## src/rtl/ps2_device_tx.sv

```systemverilog
// rtl/ps2_device_tx.sv - PS/2 device-side transmitter: byte queue, 11-bit frame serializer, inter-frame gap
// Define PS2_DEVICE_TX_FIFO_EN for a FIFO_DEPTH-entry byte FIFO; otherwise a single holding register.
module ps2_device_tx #(
  parameter int CLK_DIV    = 50,
  parameter int FIFO_DEPTH = 8,
  parameter int GAP_HALVES = 4
) (
  input  logic       clk,
  input  logic       reset,
  input  logic [7:0] data_in,
  input  logic       valid,
  output logic       ready,
  output logic       ps2_clk,
  output logic       ps2_data,
  output logic       busy
);

  localparam int GAP_CYC = GAP_HALVES * CLK_DIV;
  localparam int CNT_MAX = (GAP_CYC > CLK_DIV) ? GAP_CYC : CLK_DIV;
  localparam int CW      = $clog2(CNT_MAX);
  localparam logic [CW-1:0] HALF_LOAD = CW'(CLK_DIV - 1);
  localparam logic [CW-1:0] GAP_LOAD  = CW'(GAP_CYC - 1);

  typedef enum logic [1:0] {IDLE, SETUP, LOW, GAP} state_t;

  state_t        r_state;
  logic [CW-1:0] r_cnt;
  logic [3:0]    r_idx;
  logic [10:0]   r_shift;

  logic        w_push;
  logic        w_pop;
  logic        w_empty;
  logic [7:0]  w_head;
  logic [10:0] w_frame;

  assign w_push  = valid && ready;
  // A queued byte is taken straight from the gap so back-to-back frames see exactly the gap time idle.
  assign w_pop   = !w_empty && ((r_state == IDLE) || (r_state == GAP && r_cnt == '0));
  assign w_frame = {1'b1, ~^w_head, w_head, 1'b0};

`ifdef PS2_DEVICE_TX_FIFO_EN
  localparam int AW = $clog2(FIFO_DEPTH);

  logic [7:0]    r_mem [FIFO_DEPTH];
  logic [AW-1:0] r_wr_ptr;
  logic [AW-1:0] r_rd_ptr;
  logic [AW:0]   r_count;

  assign ready   = (r_count != (AW+1)'(FIFO_DEPTH));
  assign w_empty = (r_count == '0);
  assign w_head  = r_mem[r_rd_ptr];

  always_ff @(posedge clk) begin
    if (w_push) r_mem[r_wr_ptr] <= data_in;
  end

  always_ff @(posedge clk or posedge reset) begin
    if (reset) begin
      r_wr_ptr <= '0;
      r_rd_ptr <= '0;
      r_count  <= '0;
    end else begin
      if (w_push) r_wr_ptr <= r_wr_ptr + AW'(1);
      if (w_pop)  r_rd_ptr <= r_rd_ptr + AW'(1);
      case ({w_push, w_pop})
        2'b10:   r_count <= r_count + (AW+1)'(1);
        2'b01:   r_count <= r_count - (AW+1)'(1);
        default: r_count <= r_count;
      endcase
    end
  end
`else
  logic [7:0] r_hold;
  logic       r_hold_full;

  assign ready   = !busy && !r_hold_full;
  assign w_empty = !r_hold_full;
  assign w_head  = r_hold;

  always_ff @(posedge clk or posedge reset) begin
    if (reset) begin
      r_hold      <= '0;
      r_hold_full <= 1'b0;
    end else if (w_push) begin
      r_hold      <= data_in;
      r_hold_full <= 1'b1;
    end else if (w_pop) begin
      r_hold_full <= 1'b0;
    end
  end
`endif

  always_ff @(posedge clk or posedge reset) begin
    if (reset) begin
      r_state  <= IDLE;
      r_cnt    <= '0;
      r_idx    <= '0;
      r_shift  <= '1;
      ps2_clk  <= 1'b1;
      ps2_data <= 1'b1;
      busy     <= 1'b0;
    end else begin
      case (r_state)
        IDLE: begin
          if (w_pop) begin
            r_state  <= SETUP;
            r_shift  <= w_frame;
            r_idx    <= '0;
            r_cnt    <= HALF_LOAD;
            ps2_data <= w_frame[0];
            ps2_clk  <= 1'b1;
            busy     <= 1'b1;
          end
        end
        SETUP: begin
          if (r_cnt == '0) begin
            r_state <= LOW;
            ps2_clk <= 1'b0;
            r_cnt   <= HALF_LOAD;
          end else begin
            r_cnt <= r_cnt - CW'(1);
          end
        end
        LOW: begin
          if (r_cnt == '0) begin
            ps2_clk <= 1'b1;
            if (r_idx == 4'd10) begin
              r_state  <= GAP;
              ps2_data <= 1'b1;
              r_cnt    <= GAP_LOAD;
            end else begin
              r_state  <= SETUP;
              r_idx    <= r_idx + 4'd1;
              r_shift  <= {1'b1, r_shift[10:1]};
              ps2_data <= r_shift[1];
              r_cnt    <= HALF_LOAD;
            end
          end else begin
            r_cnt <= r_cnt - CW'(1);
          end
        end
        GAP: begin
          if (r_cnt == '0) begin
            if (w_pop) begin
              r_state  <= SETUP;
              r_shift  <= w_frame;
              r_idx    <= '0;
              r_cnt    <= HALF_LOAD;
              ps2_data <= w_frame[0];
              ps2_clk  <= 1'b1;
              busy     <= 1'b1;
            end else begin
              r_state <= IDLE;
              busy    <= 1'b0;
            end
          end else begin
            r_cnt <= r_cnt - CW'(1);
          end
        end
        default: r_state <= IDLE;
      endcase
    end
  end

endmodule

```

## config.mk

```make
export PLATFORM = sky130hd
export DESIGN_NAME = ps2_device_tx
export DESIGN_NICKNAME = d
export VERILOG_FILES = /design/src/rtl/ps2_device_tx.sv
export SDC_FILE = /design/constraint.sdc
export NUM_CORES = 1
export LEC_CHECK = 0
export CAP_MARGIN = 20
export CELL_PAD_IN_SITES_DETAIL_PLACEMENT = 1
export CELL_PAD_IN_SITES_GLOBAL_PLACEMENT = 1
export CORE_MARGIN = 1.5
export CORE_UTILIZATION = 40
export CTS_BUF_LIST = sky130_fd_sc_hd__clkbuf_16
export CTS_CLUSTER_SIZE = 8
export DETAILED_ROUTE_END_ITERATION = 12
export GPL_TIMING_DRIVEN = 0
export PLACE_DENSITY_LB_ADDON = 0.1
export SYNTH_ARGS = -nofsm -noshare
export SYNTH_HDL_FRONTEND = slang
export SYNTH_SLANG_ARGS = --single-unit
```

## constraint.sdc

```tcl
create_clock -name clk -period 3.59 [get_ports clk]
set_input_delay 0.718 -clock clk [delete_from_list [all_inputs] [get_ports clk]]
set_output_delay 0.718 -clock clk [all_outputs]
set_load 0.005 [all_outputs]
```

==> results.ini <==
[placed_design]
numPortBuffers = 14
gp_congestion = 0.859
dp_hpwl_mm = 3.64
dp_cells = 277

[detailed_routing]
dr_total_vias = 1560
ant_nets = 0
drtIter0Drc = 47
drt_wl_total_mm = 4.89
drcViolationCount = 0
first_pass_iters = 4
wl_per_cell_um = 17.2
vias_per_cell = 5.47

[floorplanning]
rows = 26
die_y_um = 75.3
initial_core_util_pct = 41.2
ios = 15
die_w_um = 75.3
die_area_um2 = 5670
core-area_um2 = 5070

[logic_synthesis]
synth-seq-cells = 35
yosysTopAreaCell = dfrtp_1
synth_nets = 212
syn_area_um2 = 2090
synth.area.top_cells = dfrtp_1 29%, dfstp_2 14%, mux2_2 9.2%
synth_edf_count = 0
yosysWarningCount = 0
yosysSeqAreaShare_pct = 42.5
synthCells = 192
avgSynthCellArea_um2 = 10.9
ys_async_sr_fraction_pct = 100
synth.distinct_cells = 47
ys.flop_type = dfrtp_1
synth_top_area_share_pct = 28.7

[clock_network]
root_buffer = clkbuf_16
post_cts.repair.setup_buffers = 0
cts_tree = built
cts_max_level = 2
cts_sinks = 35
cts_buffers = 5
clk_latency_ns = 0.28
cts_hold_buf = 0
clk_pin_slew_ns = 0.06
cts.path.max_buffers = 2
cts_resized = 0

[final_layout]
fill_cells = 564
drive_gt1_share_pct = 24.2
fin_util_pct = 50.0
diodes = 0
final_cell_count_no_fill = 285
area_growth_pct = 21.4
final_nets = 234

[sta]
tightest_slew_ns = 0.610
slew_violations = 0
finalCritPeriodShare_pct = 75.5
setup_viol = 0
slew_headroom_pct = 59.3
finalHoldViolCount = 0
fin_skew_ns = 0.00597
fin_crit_ns = 2.71
clock.fmax_mhz = 369
rsz0062_at_grt = false
tns_ns = 0

[worst_setup_path]
crit_arrival_ns = 2.91
cp_cell_sequence = inv_1 -> ha_1 -> clkbuf_1 -> or2_2 -> a21oi_1 -> o211a_4 -> buf_12 -> mux2_4
rr_startpoint = r_state[0]
crit_path_max_fanout = 10
critPathBufInv = 3
critPathRequiredTime_ns = 3.79
critical_path_class = reg -> reg
critical_path.top_delay_family = compound AO/OA/AOI/OAI gates
critPathLaunch = r_state[0]
cpPeakStageDelay_ns = 0.51
end_kind = register
crit_path_start_kind = register
slowest_stage = a21oi_1

[grt]
antenna_found_initial = 0
grt_pass1_wl_mm = 8.29
track_usage_pct = 19.5
gr-total-overflow = 0
first_global_vias = 1705
grt_max_degree = 26

[pwr]
ir_worst_vdd_mv = 0.473
cellLeakagePower_nw = 1.08
p_per_area_nw_per_um2 = 1100

[min_path]
worstHoldStart = ps2_data
hp-class = reg -> reg

[status]
status = complete, no violations

[job]
maxCapViolCount = 0

-- cell usage after synthesis, types with 2 or more instances --
library cell,number
dfrtp_1,24
mux2_2,17
a21oi_1,13
inv_1,12
dfstp_2,11
nor2_1,10
ha_1,9
nand2_1,9
o21ai_0,9
mux2_4,7
clkbuf_1,5
xnor2_1,5
nand2b_1,4
o22ai_1,4
or3_1,4
a211oi_1,3
a21o_1,3
mux2i_1,3
nor3_1,3
o211ai_1,3
o31ai_1,3
xor2_1,3
a31oi_1,2
o31a_1,2
o32a_1,2
-- power breakdown --
part / switching (mW) / leakage, nW / internal [mW] / total [mW]
Sequential: 0.177 / 0.411 / 0.628 / 0.805
Combinational: 0.706 / 0.577 / 0.706 / 1.41
Clock: 0.168 / 0.0900 / 0.398 / 0.566
-- path summary, 6_finish.rpt --
| kind | endpoint | slack [ns] | cells after the start |
|---|---|---|---|
| setup / recovery | r_shift[6] | 0.88 | 8 |
| setup reg to reg | r_shift[6] | 0.88 | 8 |
| hold reg to reg | ps2_data | 0.51 | 2 |
| min in group asynchronous | r_cnt[0] | 0.80 | 2 |
| max in group asynchronous | r_shift[2] | 2.19 | 3 |
| hold / removal | ps2_data | 0.51 | 2 |
-- worst min-delay path, cell delays in order (launching register included) --
cell     delay (ns)
dfstp_2        0.37
inv_1          0.04
o22ai_1        0.08
-- registers in the layout, indices dropped and copies added (netlist names) --
register     flops
r_idx            4
r_hold_full      1
ps2_clk          1
r_cnt            8
busy             1
r_state          2
r_hold           8
ps2_data         1
r_shift          9
-- layout by cell type, fill, tap and decap left out, types with 7 or more instances in the layout --
master           synthesis  layout
dfstp_2                 11      11
inv_1                   12      12
a21oi_1                 13      13
nor2_1                  10      10
nand2_1                  9       9
o21ai_0                  9       9
mux2_4                   7       7
mux2_2                  17      17
dfrtp_1                 24      24
clkdlybuf4s50_1          0      14
ha_1                     9       9
-- stage by stage --
step                      hold WS (ns)  area [µm²]  setup WS [ns]  power [mW]
after floorplan                  0.484        2090           1.35        1.87
after detailed placement         0.501        2350          0.953        2.23
after global placement           0.488        2320           1.00        2.15
after global routing             0.530        2540          0.741        2.99
after CTS                        0.511        2540          0.934        2.82
final                            0.506        2540          0.879        2.78
-- routing by layer --
| layer | vias to the layer above | track usage, % | wire length, µm |
|---|---|---|---|
| met5 | - | 0 | 0 |
| met4 | 0 | 8.33 | 110 |
| met3 | 10 | 3.44 | 78 |
| met2 | 18 | 33.8 | 2520 |
| met1 | 792 | 23.8 | 2180 |
| li1 | 740 | - | - |
-- area by class of cell --
type	instances	area [µm²]	area share, %
inverters	12	45.0	1.77
flip-flops and latches	35	890	35.0
plain buffers	7	50.0	1.97
clock inverters	3	67.6	2.66
repair buffers	15	168	6.60
well taps	70	87.6	3.45
multi-input cells	138	1110	43.6
clock buffers	5	125	4.93
-- logic make-up (layout without fill, tap and decap cells) --
kind of cell | after synthesis | after routing | synth area share [%]
AO/OA/AOI/OAI | 54 | 54 | 17.8
AND/OR/NAND/NOR | 40 | 40 | 10.8
flip-flops | 35 | 35 | 42.5
multiplexers | 27 | 27 | 15.6
buffers and inverters | 19 | 42 | 4.55
adder cells (fa/ha/maj) | 9 | 9 | 5.38
XOR/XNOR | 8 | 8 | 3.35
(Power assumes the default switching activity.)
